## src/rtl/byte_logic_arbiter.sv

```systemverilog
// Two-port round-robin arbiter feeding a single bitwise logic unit.
// Each accepted request runs IDLE -> EXEC -> DONE, one operation per three cycles.
module byte_logic_arbiter #(
  parameter int WIDTH = 8,
  parameter int CNTW  = 8
) (
  input  logic             clk,
  input  logic             rst,
  input  logic             req0,
  input  logic [1:0]       op0,
  input  logic [WIDTH-1:0] a0,
  input  logic [WIDTH-1:0] b0,
  input  logic             req1,
  input  logic [1:0]       op1,
  input  logic [WIDTH-1:0] a1,
  input  logic [WIDTH-1:0] b1,
  output logic             gnt0,
  output logic             gnt1,
  output logic [WIDTH-1:0] res,
  output logic             res_valid,
  output logic             res_id,
  output logic             busy,
  output logic [CNTW-1:0]  ops_done
);

  typedef enum logic [1:0] {
    IDLE = 2'd0,
    EXEC = 2'd1,
    DONE = 2'd2
  } state_t;

  state_t           state_q, state_d;
  logic [1:0]       op_q, op_d;
  logic [WIDTH-1:0] a_q, a_d;
  logic [WIDTH-1:0] b_q, b_d;
  logic             id_q, id_d;
  logic             last_q, last_d;
  logic             gnt0_q, gnt0_d;
  logic             gnt1_q, gnt1_d;
  logic [WIDTH-1:0] res_q, res_d;
  logic             res_valid_q, res_valid_d;
  logic             res_id_q, res_id_d;
  logic [CNTW-1:0]  ops_done_q, ops_done_d;
  logic             win;

  function automatic logic [WIDTH-1:0] logic_op(input logic [1:0] op,
                                                input logic [WIDTH-1:0] a,
                                                input logic [WIDTH-1:0] b);
    logic [WIDTH-1:0] r;
    case (op)
      2'b00:   r = a & b;
      2'b01:   r = a ^ b;
      2'b10:   r = a;
      default: r = a | b;
    endcase
    return r;
  endfunction

  // last_q names the port granted most recently; on a tie the other port wins.
  always_comb begin
    state_d     = state_q;
    op_d        = op_q;
    a_d         = a_q;
    b_d         = b_q;
    id_d        = id_q;
    last_d      = last_q;
    gnt0_d      = 1'b0;
    gnt1_d      = 1'b0;
    res_d       = res_q;
    res_valid_d = 1'b0;
    res_id_d    = res_id_q;
    ops_done_d  = ops_done_q;
    win         = (req0 && req1) ? ~last_q : req1;

    case (state_q)
      IDLE: begin
        if (req0 || req1) begin
          state_d = EXEC;
          id_d    = win;
          last_d  = win;
          op_d    = win ? op1 : op0;
          a_d     = win ? a1 : a0;
          b_d     = win ? b1 : b0;
          gnt0_d  = ~win;
          gnt1_d  = win;
        end
      end
      EXEC: begin
        state_d     = DONE;
        res_d       = logic_op(op_q, a_q, b_q);
        res_id_d    = id_q;
        res_valid_d = 1'b1;
        ops_done_d  = ops_done_q + CNTW'(1);
      end
      DONE: begin
        state_d = IDLE;
      end
      default: begin
        state_d = IDLE;
      end
    endcase
  end

  always_ff @(posedge clk) begin
    if (rst) begin
      state_q     <= IDLE;
      op_q        <= 2'b00;
      a_q         <= '0;
      b_q         <= '0;
      id_q        <= 1'b0;
      last_q      <= 1'b1;
      gnt0_q      <= 1'b0;
      gnt1_q      <= 1'b0;
      res_q       <= '0;
      res_valid_q <= 1'b0;
      res_id_q    <= 1'b0;
      ops_done_q  <= '0;
    end else begin
      state_q     <= state_d;
      op_q        <= op_d;
      a_q         <= a_d;
      b_q         <= b_d;
      id_q        <= id_d;
      last_q      <= last_d;
      gnt0_q      <= gnt0_d;
      gnt1_q      <= gnt1_d;
      res_q       <= res_d;
      res_valid_q <= res_valid_d;
      res_id_q    <= res_id_d;
      ops_done_q  <= ops_done_d;
    end
  end

  assign gnt0      = gnt0_q;
  assign gnt1      = gnt1_q;
  assign res       = res_q;
  assign res_valid = res_valid_q;
  assign res_id    = res_id_q;
  assign busy      = (state_q != IDLE);
  assign ops_done  = ops_done_q;

endmodule

```

## config.mk

```make
export PLATFORM = sky130hd
export DESIGN_NAME = byte_logic_arbiter
export DESIGN_NICKNAME = d
export VERILOG_FILES = /design/src/rtl/byte_logic_arbiter.sv
export SDC_FILE = /design/constraint.sdc
export NUM_CORES = 1
export LEC_CHECK = 0
export ABC_CLOCK_PERIOD_IN_PS = 1800
export CAP_MARGIN = 20
export CORE_ASPECT_RATIO = 1.1
export CORE_UTILIZATION = 30
export CTS_CLUSTER_DIAMETER = 120
export DETAILED_ROUTE_END_ITERATION = 12
export GPL_ROUTABILITY_DRIVEN = 0
export PLACE_DENSITY = 0.53
export SLEW_MARGIN = 5
export SYNTH_ARGS = -nofsm -noshare
export SYNTH_HDL_FRONTEND = slang
export SYNTH_SLANG_ARGS = --single-unit
```

## constraint.sdc

```tcl
create_clock -name clk -period 1.8 [get_ports clk]
set_input_delay 0.18 -clock clk [delete_from_list [all_inputs] [get_ports clk]]
set_output_delay 0.18 -clock clk [all_outputs]
set_load 0.02 [all_outputs]
```

# Word-level counts from Yosys, hierarchy flattened
# Index checks and enable logic that the tools add are counted.
[totals]
ff_bits = 42
in_bits = 40
output_inout_bits = 21
elab_cells = 39
[op_classes]
addsub = 1
n_eq_ne = 4
muxes = 8
bitwise = 7
reduce_logical = 7
[ops]
columns = ["cell", "n"]
rows = [
  ["8-bit case mux with 3 select lines", 1],
  ["8-bit 2-to-1 mux", 2],
  ["8-bit by 1-bit adder with 8-bit output (second input constant)", 1],
  ["8-bit AND", 1],
  ["8-bit bitwise OR", 1],
  ["8-bit bitwise XOR", 1],
  ["2-bit by 1-bit equality test with 1-bit output (second input constant)", 2],
  ["2-bit logical NOT", 2],
  ["2-bit 2-to-1 mux", 2],
  ["1-bit NOT", 4],
  ["2-bit case mux with 2 select lines", 1],
  ["3-bit OR reduction", 1],
  ["2-bit equality test (second input constant)", 1],
  ["1-bit 2-to-1 mux", 2],
  ["2-bit != test (second input constant)", 1],
  ["2-bit AND reduction", 1],
  ["2-bit nonzero test", 1],
  ["1-bit logical AND", 1],
  ["1-bit logical OR", 1],
]

# Longest topological paths before layout
# Gate-level depths: netlist of run 1.
[depth]
depth_word = 3
depth_mapped = 5
ltp_nobuf = 5

# Worst setup path after synthesis of run 1
# No wires, ideal clock.
[synth_path]
path_type = "register to register"
startpoint = "reg a_q[0]"
endpoint = "reg res_q[0] (netlist: res[0])"
setup_ps = 117
t_arrival_ps = 1318
required_ps = 1683
slack_ps = 365
stages_incl_launch_ff = 5
n_path_buf = 0
period_less_slack_ps = 1435
path_cell_list = "dfxtp_1 inv_1 ha_1 mux4_2 a22o_1"
[synth_between]
elab_chain_cells = 2
elab_cells_between_ends = 4
cone_classes = "mux: 1; bitwise: 3"
[synth_rtl]
columns = ["item", "line_no", "rtl"]
rows = [
  ["from (decl)", "34", "logic [WIDTH-1:0] a_q, a_d;"],
  ["from (signal assigned)", "108", "a_q <= '0;"],
  ["from (signal assigned)", "121", "a_q <= a_d;"],
  ["8-bit bitwise OR, or another cell as far along", "54", "default: r = a | b;"],
  ["8-bit case mux with 3 select lines (*)", "50", "case (op)"],
  ["to (signal assigned)", "127", "res_q <= res_d;"],
  ["to (decl)", "40", "logic [WIDTH-1:0] res_q, res_d;"],
]
# Mark *: on every way between the ends. The rest lies on a longest branch, timed or not.
# A chain may end at the register's enable or synchronous reset.

# Worst setup path after layout of run 1
[layout_path]
startpoint = "reg state_q[0]"
endpoint = "out busy"
[layout_between]
elab_chain_cells = 1
[layout_rtl]
columns = ["item", "line_no", "rtl"]
rows = [
  ["from (decl)", "32", "state_t state_q, state_d;"],
  ["from (signal assigned)", "119", "state_q <= state_d;"],
  ["2-bit nonzero test", "139", "assign busy = (state_q != IDLE);"],
  ["to (decl)", "22", "output logic busy,"],
]
# No other way between the ends.

==> results of run 1 <==
## how the worst max path moves through the flow
stage | startpoint | end | slack (ps) | cells past startpoint
after global routing | state_q[0] | busy | 30 | 3
final | state_q[0] | busy | 140 | 3
after global placement | rst | b_q[3] | 80 | 4
after floorplan | a_q[0] | res[0] | 370 | 4
after detailed placement | rst | b_q[1] | 80 | 4
after CTS | state_q[0] | busy | 110 | 3
## final cells by class
class	instances	area [sq um]
multi-input cells	119	1100
fillers	721	4010
repair buffers	68	686
flip-flops and latches	42	841
inverters	29	109
clock inverters	3	45.0
well taps	85	106
clock buffers	5	68.8
## logic make-up (layout without fill, tap and decap cells)
logic type / count (synthesis) / in the layout / share of synthesized area, %
DFF: 42 / 42 / 39.1
adders and majority gates: 17 / 17 / 9.88
AOI/OAI and AO/OA: 56 / 56 / 21.4
and+or+nand+nor: 34 / 34 / 9.71
muxes: 10 / 10 / 9.30
xor gates and xnor gates: 2 / 2 / 0.814
buffers and inverters: 43 / 105 / 9.82
## worst max-delay path: stages, from the launching register on
cell	delay [ps]
sky130_fd_sc_hd__dfxtp_1	440
sky130_fd_sc_hd__nor2_2	90
sky130_fd_sc_hd__inv_1	60
sky130_fd_sc_hd__clkdlybuf4s50_1	590
## cells in the final DEF, fill, tap and decap left out, types with 2 or more instances in the layout
cell,count
sky130_fd_sc_hd__nor2_1,5
sky130_fd_sc_hd__dfxtp_1,42
sky130_fd_sc_hd__ha_1,17
sky130_fd_sc_hd__a221o_1,9
sky130_fd_sc_hd__nor2_2,2
sky130_fd_sc_hd__o21ai_0,4
sky130_fd_sc_hd__or3_1,4
sky130_fd_sc_hd__a211oi_1,17
sky130_fd_sc_hd__a22o_1,8
sky130_fd_sc_hd__mux4_2,8
sky130_fd_sc_hd__nor2b_1,8
sky130_fd_sc_hd__mux2i_1,2
sky130_fd_sc_hd__a221o_2,9
sky130_fd_sc_hd__a21oi_1,7
sky130_fd_sc_hd__buf_12,2
sky130_fd_sc_hd__clkdlybuf4s50_1,60
sky130_fd_sc_hd__inv_1,28
sky130_fd_sc_hd__clkinvlp_4,2
sky130_fd_sc_hd__nand2b_1,2
sky130_fd_sc_hd__nand2_1,2
sky130_fd_sc_hd__clkbuf_8,5
sky130_fd_sc_hd__buf_4,6
## power by group through the flow
stage | combinational [W] | clock, W | sequential [W]
floorplan | 0.000270 | 0 | 0.00107
global placement | 0.000462 | 0 | 0.00106
detailed placement | 0.000473 | 0 | 0.00106
CTS | 0.000475 | 0.000776 | 0.00104
global route | 0.000522 | 0.000816 | 0.00105
finish | 0.000467 | 0.000753 | 0.00104
## registers in the layout, summed over array words and instances (netlist names)
signal	cells
a_q	8
b_q	8
gnt0	1
gnt1	1
id_q	1
last_q	1
op_q	2
ops_done	8
res	8
res_id	1
res_valid	1
state_q	2
## synthesized netlist by cell type (2+ instances only)
library cell,instances
sky130_fd_sc_hd__mux4_2,8
sky130_fd_sc_hd__buf_6,3
sky130_fd_sc_hd__mux2i_1,2
sky130_fd_sc_hd__buf_4,2
sky130_fd_sc_hd__o21ai_0,4
sky130_fd_sc_hd__nor2_1,5
sky130_fd_sc_hd__a22o_1,8
sky130_fd_sc_hd__a221o_1,9
sky130_fd_sc_hd__a221o_2,9
sky130_fd_sc_hd__nor2_2,2
sky130_fd_sc_hd__nor2b_1,8
sky130_fd_sc_hd__buf_2,7
sky130_fd_sc_hd__dfxtp_1,42
sky130_fd_sc_hd__or3_1,4
sky130_fd_sc_hd__a211oi_1,17
sky130_fd_sc_hd__inv_1,28
sky130_fd_sc_hd__a21oi_1,7
sky130_fd_sc_hd__ha_1,17
sky130_fd_sc_hd__nand2b_1,2
sky130_fd_sc_hd__nand2_1,2
## per-stage QoR
stage / setup slack (ps) / hold WS, ps / instance area [sq um]
after global routing: 29.8 / 479 / 2960
after global placement: 84.3 / 447 / 2840
after floorplan: 365 / 318 / 2150
final: 141 / 461 / 2960
after CTS: 113 / 465 / 2960
after detailed placement: 75.1 / 449 / 2840
## metal layers
metal / vias up / track usage (%) / routed length (um)
met2: 40 / 23.3 / 2390
met5: - / 0 / 0
met3: 6 / 2.42 / 162
li1: 868 / - / -
met1: 795 / 18.6 / 2240
met4: 0 / 4.89 / 63
==> insert_results.sql, run 1 <==
INSERT INTO impl_metrics (metric_group, metric, value, unit) VALUES
('global_routing', 'grt_use_total', '14.3', '%'),
('finish', 'final_cell_count_no_fill', '351', ''),
('finish', 'final_core_util', '42.4', '%'),
('global_routing', 'grt_max_degree', '38', ''),
('cts', 'cts-hold-fix-buffers', '0', ''),
('routing', 'drt_pass1_iterations', '4', ''),
('floorplan', 'chipHeight', '90.8', 'um'),
('global_routing', 'grt_pass1_wl', '8.16', 'mm'),
('floorplan', 'die_width', '82.8', 'um'),
('cts', 'cts.sink_count', '42', ''),
('pwr', 'power_report.internal_total', '0.00167', 'W'),
('routing', 'drt-wirelength-per-cell', '13.8', 'um'),
('timing', 'layout_min_cycle_time', '1660', 'ps'),
('worst_setup_path', 'timing.critical_path.fanout_max', '5', ''),
('hold_path', 'hold_start', 'last_q', ''),
('worst_setup_path', 'critPathCaptureType', 'primary output', ''),
('cts', 'cts_tree', 'built', ''),
('synthesis', 'synthArstFlopShare', '0', '%'),
('timing', 'maxSlewHeadroom', '72.7', '%'),
('synthesis', 'synth.top_cells.by_area', 'sky130_fd_sc_hd__dfxtp_1, sky130_fd_sc_hd__ha_1, sky130_fd_sc_hd__mux4_2, sky130_fd_sc_hd__a211oi_1, sky130_fd_sc_hd__inv_1', ''),
('routing', 'via_count', '1709', ''),
('cts', 'ctsLongestPathBuffers', '2', ''),
('pwr', 'power.static_leakage', '1.18', 'nW'),
('finish', 'drive_above_1_share', '15.4', '%'),
('synthesis', 'leading_register_cell_type_out_of_synthesis', 'sky130_fd_sc_hd__dfxtp_1', ''),
('cts', 'clk-insertion-delay-late', '290', 'ps'),
('global_routing', 'grt_antenna_before_repair', '0', ''),
('worst_setup_path', 'rr_worst_depth', '4', ''),
('timing', 'final-max-slew-violation-count', '0', ''),
('synthesis', 'ys_ff_latch', '42', ''),
('hold_path', 'hold_path_end', 'last_q', ''),
('timing', 'setup_viol', '0', ''),
('worst_setup_path', 'timing.critical_path.from_type', 'flip-flop', ''),
('synthesis', 'syn_area_per_cell', '10.5', 'sq um'),
('timing', 'worstMarginPinSlew', '410', 'ps'),
('floorplan', 'floorplan.die_area', '7520', 'sq um'),
('synthesis', 'synth_edf_count', '0', ''),
('synthesis', 'yosys_warnings', '0', ''),
('finish', 'flow.area_growth_from_synthesis', '37.3', '%'),
('finish', 'num_antenna_cells', '0', ''),
('cts', 'cts_buffers', '5', ''),
('timing', 'timing.setup.tns', '0', 'ps'),
('pwr', 'fraction_of_power_spent_switching_nets', '26.2', '%'),
('routing', 'drc', '0', ''),
('timing', 'hold_viol', '0', ''),
('worst_setup_path', 'crit-reg2reg-launch', 'a_q[4]', ''),
('floorplan', 'initial_core_utilization', '30.9', '%'),
('global_routing', 'gr-total-overflow', '0', ''),
('timing', 'unrepaired_setup_endpoints_after_global_routing', 'no', ''),
('routing', 'detail-route-antenna-nets', '0', ''),
('flow_run', 'max-cap-violations', '0', ''),
('pwr', 'totalPowerFinal', '0.00226', 'W'),
('worst_setup_path', 'setup.worst_path.class', 'flip-flop to primary output', ''),
('timing', 'worst_clock_skew', '6.49', 'ps'),
('status', 'outcome', 'finished clean', ''),
('timing', 'max_clock_freq', '603', 'MHz'),
('pwr', 'switching_power', '0.000593', 'W'),
('cts', 'clkSlewWorstSetupHoldPaths', '90', 'ps'),
('synthesis', 'post-synth-top-area-fraction', '39.1', '%'),
('cts', 'cts-root-buf', 'sky130_fd_sc_hd__clkbuf_8', ''),
('place', 'dpl.cell_count', '343', ''),
('floorplan', 'core_rows', '32', ''),
('synthesis', 'synth.largest_area_cell', 'sky130_fd_sc_hd__dfxtp_1', ''),
('place', 'hpwlAfterDp', '3.64', 'mm'),
('synthesis', 'synth_nets', '261', ''),
('cts', 'cts_repair_resize_count', '0', ''),
('pwr', 'p_comb_share', '20.6', '%'),
('floorplan', 'ioPinCount', '61', ''),
('finish', 'num-nets-final', '322', ''),
('synthesis', 'syn_inst', '204', ''),
('routing', 'via_per_inst', '4.87', '');
Power figures use the tool's default switching activity.
==> inputs of run 2 (changes only) <==
--- a/config.mk
+++ b/config.mk
@@ -7,13 +7,13 @@
 export LEC_CHECK = 0
 export ABC_CLOCK_PERIOD_IN_PS = 1800
 export CAP_MARGIN = 20
-export CORE_ASPECT_RATIO = 1.1
+export CORE_ASPECT_RATIO = 0.75
 export CORE_UTILIZATION = 30
 export CTS_CLUSTER_DIAMETER = 120
 export DETAILED_ROUTE_END_ITERATION = 12
 export GPL_ROUTABILITY_DRIVEN = 0
 export PLACE_DENSITY = 0.53
-export SLEW_MARGIN = 5
+export SLEW_MARGIN = 20
 export SYNTH_ARGS = -nofsm -noshare
 export SYNTH_HDL_FRONTEND = slang
 export SYNTH_SLANG_ARGS = --single-unit
==> run 2 against run 1 <==
  * First-iteration DRC count down 6.1%
  * Combinational power hardly changed
  * Non-clock buffer count increased by 2
  * Cell area fell by 0.55%
  * Final cell count is 4.3% higher
  * Via count is 0.64% higher
  * Clock skew is 4.8 ps higher
  * Total power decreased by 5.2%
  * Register-to-register slack worse by 20 ps
  * Fmax up 2.8%
  * Count of clock-buffer cells in the layout up 2
  * Routed wire length increased by 4.6%
  * Largest cell class unchanged
  * Largest power group unchanged
==> insert_results.sql, run 2 (synthesis gave the netlist of run 1 again) <==
INSERT INTO impl_metrics (metric_group, metric, value, unit) VALUES
('floorplan', 'coreArea', '6860', 'sq um'),
('routing', 'via_per_inst', '4.70', ''),
('timing', 'max_clock_freq', '620', 'MHz'),
('global_routing', 'grt_antenna_before_repair', '0', ''),
('finish', 'leading_cell_type_in_the_layout_fill_and_taps_excluded', 'sky130_fd_sc_hd__clkdlybuf4s50_1', ''),
('floorplan', 'die_width', '99.8', 'um'),
('flow_run', 'max-cap-violations', '0', ''),
('finish', 'num_antenna_cells', '0', ''),
('worst_setup_path', 'slowest_stage', 'sky130_fd_sc_hd__clkdlybuf4s50_1', ''),
('cts', 'ctsLongestPathBuffers', '2', ''),
('global_routing', 'gr-total-overflow', '0', ''),
('routing', 'drt-wirelength-per-cell', '13.9', 'um'),
('worst_setup_path', 'crit_path_start', 'state_q[0]', ''),
('floorplan', 'floorplan.die_area', '7520', 'sq um'),
('worst_setup_path', 'critical_path_arrival', '1430', 'ps'),
('timing', 'hold_viol', '0', ''),
('cts', 'cts-hold-fix-buffers', '0', ''),
('pwr', 'p_comb_share', '21.9', '%'),
('global_routing', 'grt_use_total', '14.3', '%'),
('worst_setup_path', 'setup.worst_path.class', 'flip-flop to primary output', ''),
('floorplan', 'core_rows', '26', ''),
('worst_setup_path', 'maximum_single_stage_delay_on_the_critical_path', '590', 'ps'),
('place', 'buffer_ports.inserted', '60', ''),
('hold_path', 'hold_path_class', 'flip-flop to flip-flop', ''),
('pwr', 'clkPwrFrac', '29.6', '%'),
('timing', 'layout_min_cycle_time', '1610', 'ps'),
('cts', 'cts_setup_buffers', '0', ''),
('cts', 'clk-insertion-delay-late', '300', 'ps'),
('worst_setup_path', 'timing.critical_path.fanout_max', '5', ''),
('timing', 'final_min_period_over_clock_period', '89.7', '%'),
('worst_setup_path', 'critPathCaptureType', 'primary output', ''),
('pwr', 'power.static_leakage', '1.18', 'nW'),
('routing', 'detail_route.iter0.violations', '62', ''),
('timing', 'worst_clock_skew', '11.3', 'ps'),
('cts', 'cts-root-buf', 'sky130_fd_sc_hd__clkbuf_8', ''),
('timing', 'worstMarginPinSlew', '409', 'ps'),
('routing', 'wirelength', '5.08', 'mm'),
('finish', 'num-nets-final', '324', ''),
('global_routing', 'grt_pass1_wl', '8.00', 'mm'),
('routing', 'via_count', '1720', ''),
('finish', 'final_core_util', '42.8', '%'),
('pwr', 'switching_power', '0.000581', 'W'),
('cts', 'cts_buffers', '5', ''),
('finish', 'layout.cells.most_common_list', 'sky130_fd_sc_hd__clkdlybuf4s50_1, sky130_fd_sc_hd__dfxtp_1, sky130_fd_sc_hd__inv_1', ''),
('pwr', 'fraction_of_power_spent_switching_nets', '27.1', '%'),
('worst_setup_path', 'timing.critical_path.from_type', 'flip-flop', ''),
('timing', 'unrepaired_setup_endpoints_after_global_routing', 'no', ''),
('cts', 'cts_repair_resize_count', '0', ''),
('routing', 'detail-route-antenna-nets', '0', ''),
('routing', 'drc', '0', ''),
('routing', 'drt_pass1_iterations', '4', ''),
('worst_setup_path', 'crit-reg2reg-launch', 'a_q[2]', ''),
('worst_setup_path', 'cp_data_required_time', '1620', 'ps'),
('cts', 'cts_tree', 'built', ''),
('timing', 'timing.setup.tns', '0', 'ps'),
('pwr', 'vdd_drop_max', '0.326', 'mV'),
('pwr', 'seqPwrFrac', '48.5', '%'),
('place', 'hpwlAfterDp', '3.78', 'mm'),
('floorplan', 'ioPinCount', '61', ''),
('cts', 'clkSlewWorstSetupHoldPaths', '80', 'ps'),
('cts', 'cts.sink_count', '42', ''),
('cts', 'htreeDepth', '2', ''),
('pwr', 'power_report.internal_total', '0.00156', 'W'),
('hold_path', 'hold_start', 'last_q', ''),
('floorplan', 'chipHeight', '75.4', 'um'),
('timing', 'maxSlewHeadroom', '72.7', '%'),
('global_routing', 'first_global_vias', '1629', ''),
('pwr', 'totalPowerFinal', '0.00214', 'W'),
('floorplan', 'initial_core_utilization', '31.4', '%'),
('worst_setup_path', 'worstPathCellList', 'nor2_2 -> inv_1 -> clkdlybuf4s50_1', ''),
('timing', 'setup_viol', '0', ''),
('pwr', 'powerDensity', '729', 'nW/um^2'),
('finish', 'fillCellCount', '684', ''),
('finish', 'drive_above_1_share', '15.7', '%'),
('status', 'outcome', 'finished clean', ''),
('global_routing', 'grt_max_degree', '27', ''),
('timing', 'final-max-slew-violation-count', '0', ''),
('finish', 'flow.area_growth_from_synthesis', '36.6', '%');
## run 2: changes by cell type in the layout (fill, tap and decap cells not counted)
cell	change
sky130_fd_sc_hd__buf_4	+4
sky130_fd_sc_hd__buf_12	-2
sky130_fd_sc_hd__clkinvlp_4	-2
sky130_fd_sc_hd__bufinv_16	-1
sky130_fd_sc_hd__clkbuf_1	+1
sky130_fd_sc_hd__clkbuf_8	+1
sky130_fd_sc_hd__clkinv_2	+1
## run 2: critical path, delay by kind of cell, from the launching register on
kind	cells	cell delay, ps
simple gates	1	80
buf+inv	2	640
flops	1	420
## run 2: final cells by class
cell class	instances	area [sq um]	share of cell area (%)
Sequential cell	42	841	28.6
Multi-Input combinational cell	119	1100	37.4
Timing Repair Buffer	70	676	23.0
Clock inverter	1	5.00	0.170
Clock buffer	7	86.3	2.94
Inverter	29	109	3.70
Tap cell	98	123	4.17
## run 2: path summary, 6_finish.rpt
kind                  to  slack [ps]  cells after the start
setup / recovery    busy         190                      3
hold / removal    last_q         470                      2
setup reg to reg  res[2]         200                      4
hold reg to reg   last_q         470                      2
## run 2: stage by stage
stage                     setup WS, ps  instance area, sq um  std cells  hold WS (ps)
final                              186                  2940        366           472
after global routing               111                  2940        366           484
after CTS                          167                  2940        366           476
after detailed placement           118                  2850        358           466
after global placement             128                  2850        358           470
after floorplan                    365                  2150        204           318
## run 2: power by group through the flow
stage	Sequential [W]	Clock [W]	Combinational (W)
floorplan	0.00107	0	0.000270
global placement	0.00106	0	0.000462
detailed placement	0.00106	0	0.000468
CTS	0.00104	0.000661	0.000473
global route	0.00105	0.000709	0.000516
finish	0.00104	0.000635	0.000469
## run 2: layer usage
layer,track usage (%),up-vias,wire [um]
li1,-,874,-
met1,19.0,802,2490
met2,23.4,37,2350
met3,3.03,7,177
met4,4.90,0,63
met5,0,-,0
==> inputs of run 3 (changes only) <==
--- a/config.mk
+++ b/config.mk
@@ -8,11 +8,11 @@
 export ABC_CLOCK_PERIOD_IN_PS = 1800
 export CAP_MARGIN = 20
 export CORE_ASPECT_RATIO = 0.75
-export CORE_UTILIZATION = 30
+export CORE_UTILIZATION = 25
 export CTS_CLUSTER_DIAMETER = 120
 export DETAILED_ROUTE_END_ITERATION = 12
 export GPL_ROUTABILITY_DRIVEN = 0
-export PLACE_DENSITY = 0.53
+export PLACE_DENSITY = 0.45
 export SLEW_MARGIN = 20
 export SYNTH_ARGS = -nofsm -noshare
 export SYNTH_HDL_FRONTEND = slang
==> run 3 against run 2 <==
  * Clock power up 61%
  * Total power up 18%
  * Count of clock-buffer cells in the layout down 2
  * Register-to-register slack better by 20 ps
  * Setup slack better by 3.2 ps
  * Combinational power about the same
  * Hold slack better by 7.9 ps
  * Final cell count up 1.9%
  * Critical endpoint unchanged
==> insert_results.sql, run 3 (synthesis gave the netlist of run 1 again) <==
INSERT INTO impl_metrics (metric_group, metric, value, unit) VALUES
('status', 'outcome', 'finished clean', ''),
('place', 'buffer_ports.inserted', '60', ''),
('floorplan', 'floorplan.die_area', '8990', 'sq um'),
('routing', 'drt_pass1_iterations', '4', ''),
('timing', 'final_min_period_over_clock_period', '89.5', '%'),
('cts', 'cts-root-buf', 'sky130_fd_sc_hd__clkbuf_16', ''),
('cts', 'cts_repair_resize_count', '0', ''),
('global_routing', 'grt_antenna_before_repair', '0', ''),
('finish', 'final_area', '3020', 'sq um'),
('floorplan', 'die_width', '109', 'um'),
('cts', 'ctsLongestPathBuffers', '2', ''),
('worst_setup_path', 'setup.worst_path.class', 'flip-flop to primary output', ''),
('finish', 'leading_cell_type_in_the_layout_fill_and_taps_excluded', 'sky130_fd_sc_hd__clkdlybuf4s50_1', ''),
('place', 'placed_area', '2860', 'sq um'),
('cts', 'cts-hold-fix-buffers', '0', ''),
('pwr', 'powerDensity', '839', 'nW/um^2'),
('global_routing', 'grt_pass1_wl', '8.45', 'mm'),
('worst_setup_path', 'critPathCaptureType', 'primary output', ''),
('cts', 'cts_buffers', '5', ''),
('timing', 'timing.setup.tns', '0', 'ps'),
('cts', 'clkSlewWorstSetupHoldPaths', '60', 'ps'),
('worst_setup_path', 'crit-reg2reg-launch', 'a_q[2]', ''),
('cts', 'htreeDepth', '2', ''),
('cts', 'clk-insertion-delay-late', '280', 'ps'),
('routing', 'wirelength', '5.39', 'mm'),
('floorplan', 'core_rows', '28', ''),
('timing', 'layout_min_cycle_time', '1610', 'ps'),
('worst_setup_path', 'cp_data_required_time', '1620', 'ps'),
('global_routing', 'gr-total-overflow', '0', ''),
('timing', 'final-max-slew-violation-count', '0', ''),
('global_routing', 'grt_use_total', '12.5', '%'),
('timing', 'final.setup.worst_slack', '189', 'ps'),
('timing', 'hold_viol', '0', ''),
('finish', 'drive_above_1_share', '16.0', '%'),
('routing', 'detail-route-antenna-nets', '0', ''),
('worst_setup_path', 'critical_path_arrival', '1430', 'ps'),
('routing', 'drt-wirelength-per-cell', '14.4', 'um'),
('worst_setup_path', 'crit_path_start', 'state_q[0]', ''),
('timing', 'unrepaired_setup_endpoints_after_global_routing', 'no', ''),
('pwr', 'power.static_leakage', '1.21', 'nW'),
('routing', 'drc', '0', ''),
('place', 'preCtsSetupSlack', '115', 'ps'),
('finish', 'num-nets-final', '324', ''),
('finish', 'flow.area_growth_from_synthesis', '40.4', '%'),
('finish', 'fillCellCount', '841', ''),
('global_routing', 'grt_max_degree', '32', ''),
('timing', 'max_clock_freq', '621', 'MHz'),
('pwr', 'vdd_drop_max', '0.378', 'mV'),
('floorplan', 'initial_core_utilization', '26.5', '%'),
('worst_setup_path', 'timing.critical_path.from_type', 'flip-flop', ''),
('worst_setup_path', 'timing.critical_path.fanout_max', '5', ''),
('hold_path', 'hold_start', 'last_q', ''),
('floorplan', 'chipHeight', '82.4', 'um'),
('floorplan', 'ioPinCount', '61', ''),
('finish', 'layout.cells.most_common_list', 'sky130_fd_sc_hd__clkdlybuf4s50_1, sky130_fd_sc_hd__dfxtp_1, sky130_fd_sc_hd__inv_1', ''),
('hold_path', 'hold_path_class', 'flip-flop to flip-flop', ''),
('timing', 'worstMarginPinSlew', '429', 'ps'),
('timing', 'setup_viol', '0', ''),
('cts', 'cts_tree', 'built', ''),
('flow_run', 'max-cap-violations', '0', ''),
('finish', 'num_antenna_cells', '0', ''),
('global_routing', 'first_global_vias', '1663', ''),
('routing', 'via_per_inst', '4.59', ''),
('place', 'hpwlAfterDp', '4.03', 'mm'),
('cts', 'cts.sink_count', '42', ''),
('routing', 'via_count', '1712', ''),
('timing', 'worst_clock_skew', '7.96', 'ps'),
('cts', 'cts_setup_buffers', '0', ''),
('timing', 'maxSlewHeadroom', '71.4', '%'),
('floorplan', 'coreArea', '8130', 'sq um'),
('routing', 'detail_route.iter0.violations', '52', '');
==> run 3: cell types whose count changed in the layout (fill, tap and decap cells not counted), sizes merged <==
| cell | change |
|---|---|
| bufinv | +1 |
| clkbuf | -2 |
| clkinv | +1 |
==> run 3: layout make-up <==
cell class	instances	area [sq um]	area share [%]
multi-input combinational	119	1100	36.4
clock buffer	5	125	4.14
tap	105	131	4.35
inverter	29	109	3.60
sequential	42	841	27.8
clock inverter	3	40.0	1.33
timing repair buffer	70	676	22.4
==> run 3: stage by stage <==
| stage | instances | util (%) | power [W] | hold slack, ps |
|---|---|---|---|---|
| after floorplan | 204 | - | 0.00134 | 318 |
| after global placement | 365 | 35.1 | 0.00153 | 465 |
| after detailed placement | 365 | 35.1 | 0.00154 | 466 |
| after CTS | 373 | 37.2 | 0.00256 | 479 |
| after global routing | 373 | 37.2 | 0.00266 | 506 |
| final | 373 | 37.2 | 0.00253 | 480 |
==> run 3: metal layers <==
layer	share of wire (%)	up-vias	global-route usage (%)
met4	0.63	0	2.84
met2	41	37	18.9
met3	5.0	2	3.06
met1	53	805	18.0
met5	0	-	0
li1	-	868	-
==> run 3: path summary, 6_finish.rpt <==
kind,slack [ps],cells past startpoint,to
max reg2reg,220,4,res[2]
min,480,2,last_q
max,190,3,busy
min reg2reg,480,2,last_q
==> run 3: critical path, cell delays in order, from the launching register on <==
cell and delay [ps]:
sky130_fd_sc_hd__dfxtp_1 410, sky130_fd_sc_hd__nor2_2 70, sky130_fd_sc_hd__inv_1 70, sky130_fd_sc_hd__clkdlybuf4s50_1 600
==> run 3: power breakdown <==
group          switching [W]  leakage [nW]  internal (W)
clock network       0.000374        0.0836      0.000650
registers          0.0000479         0.343      0.000994
logic               0.000210         0.786      0.000259
total               0.000631          1.21       0.00190
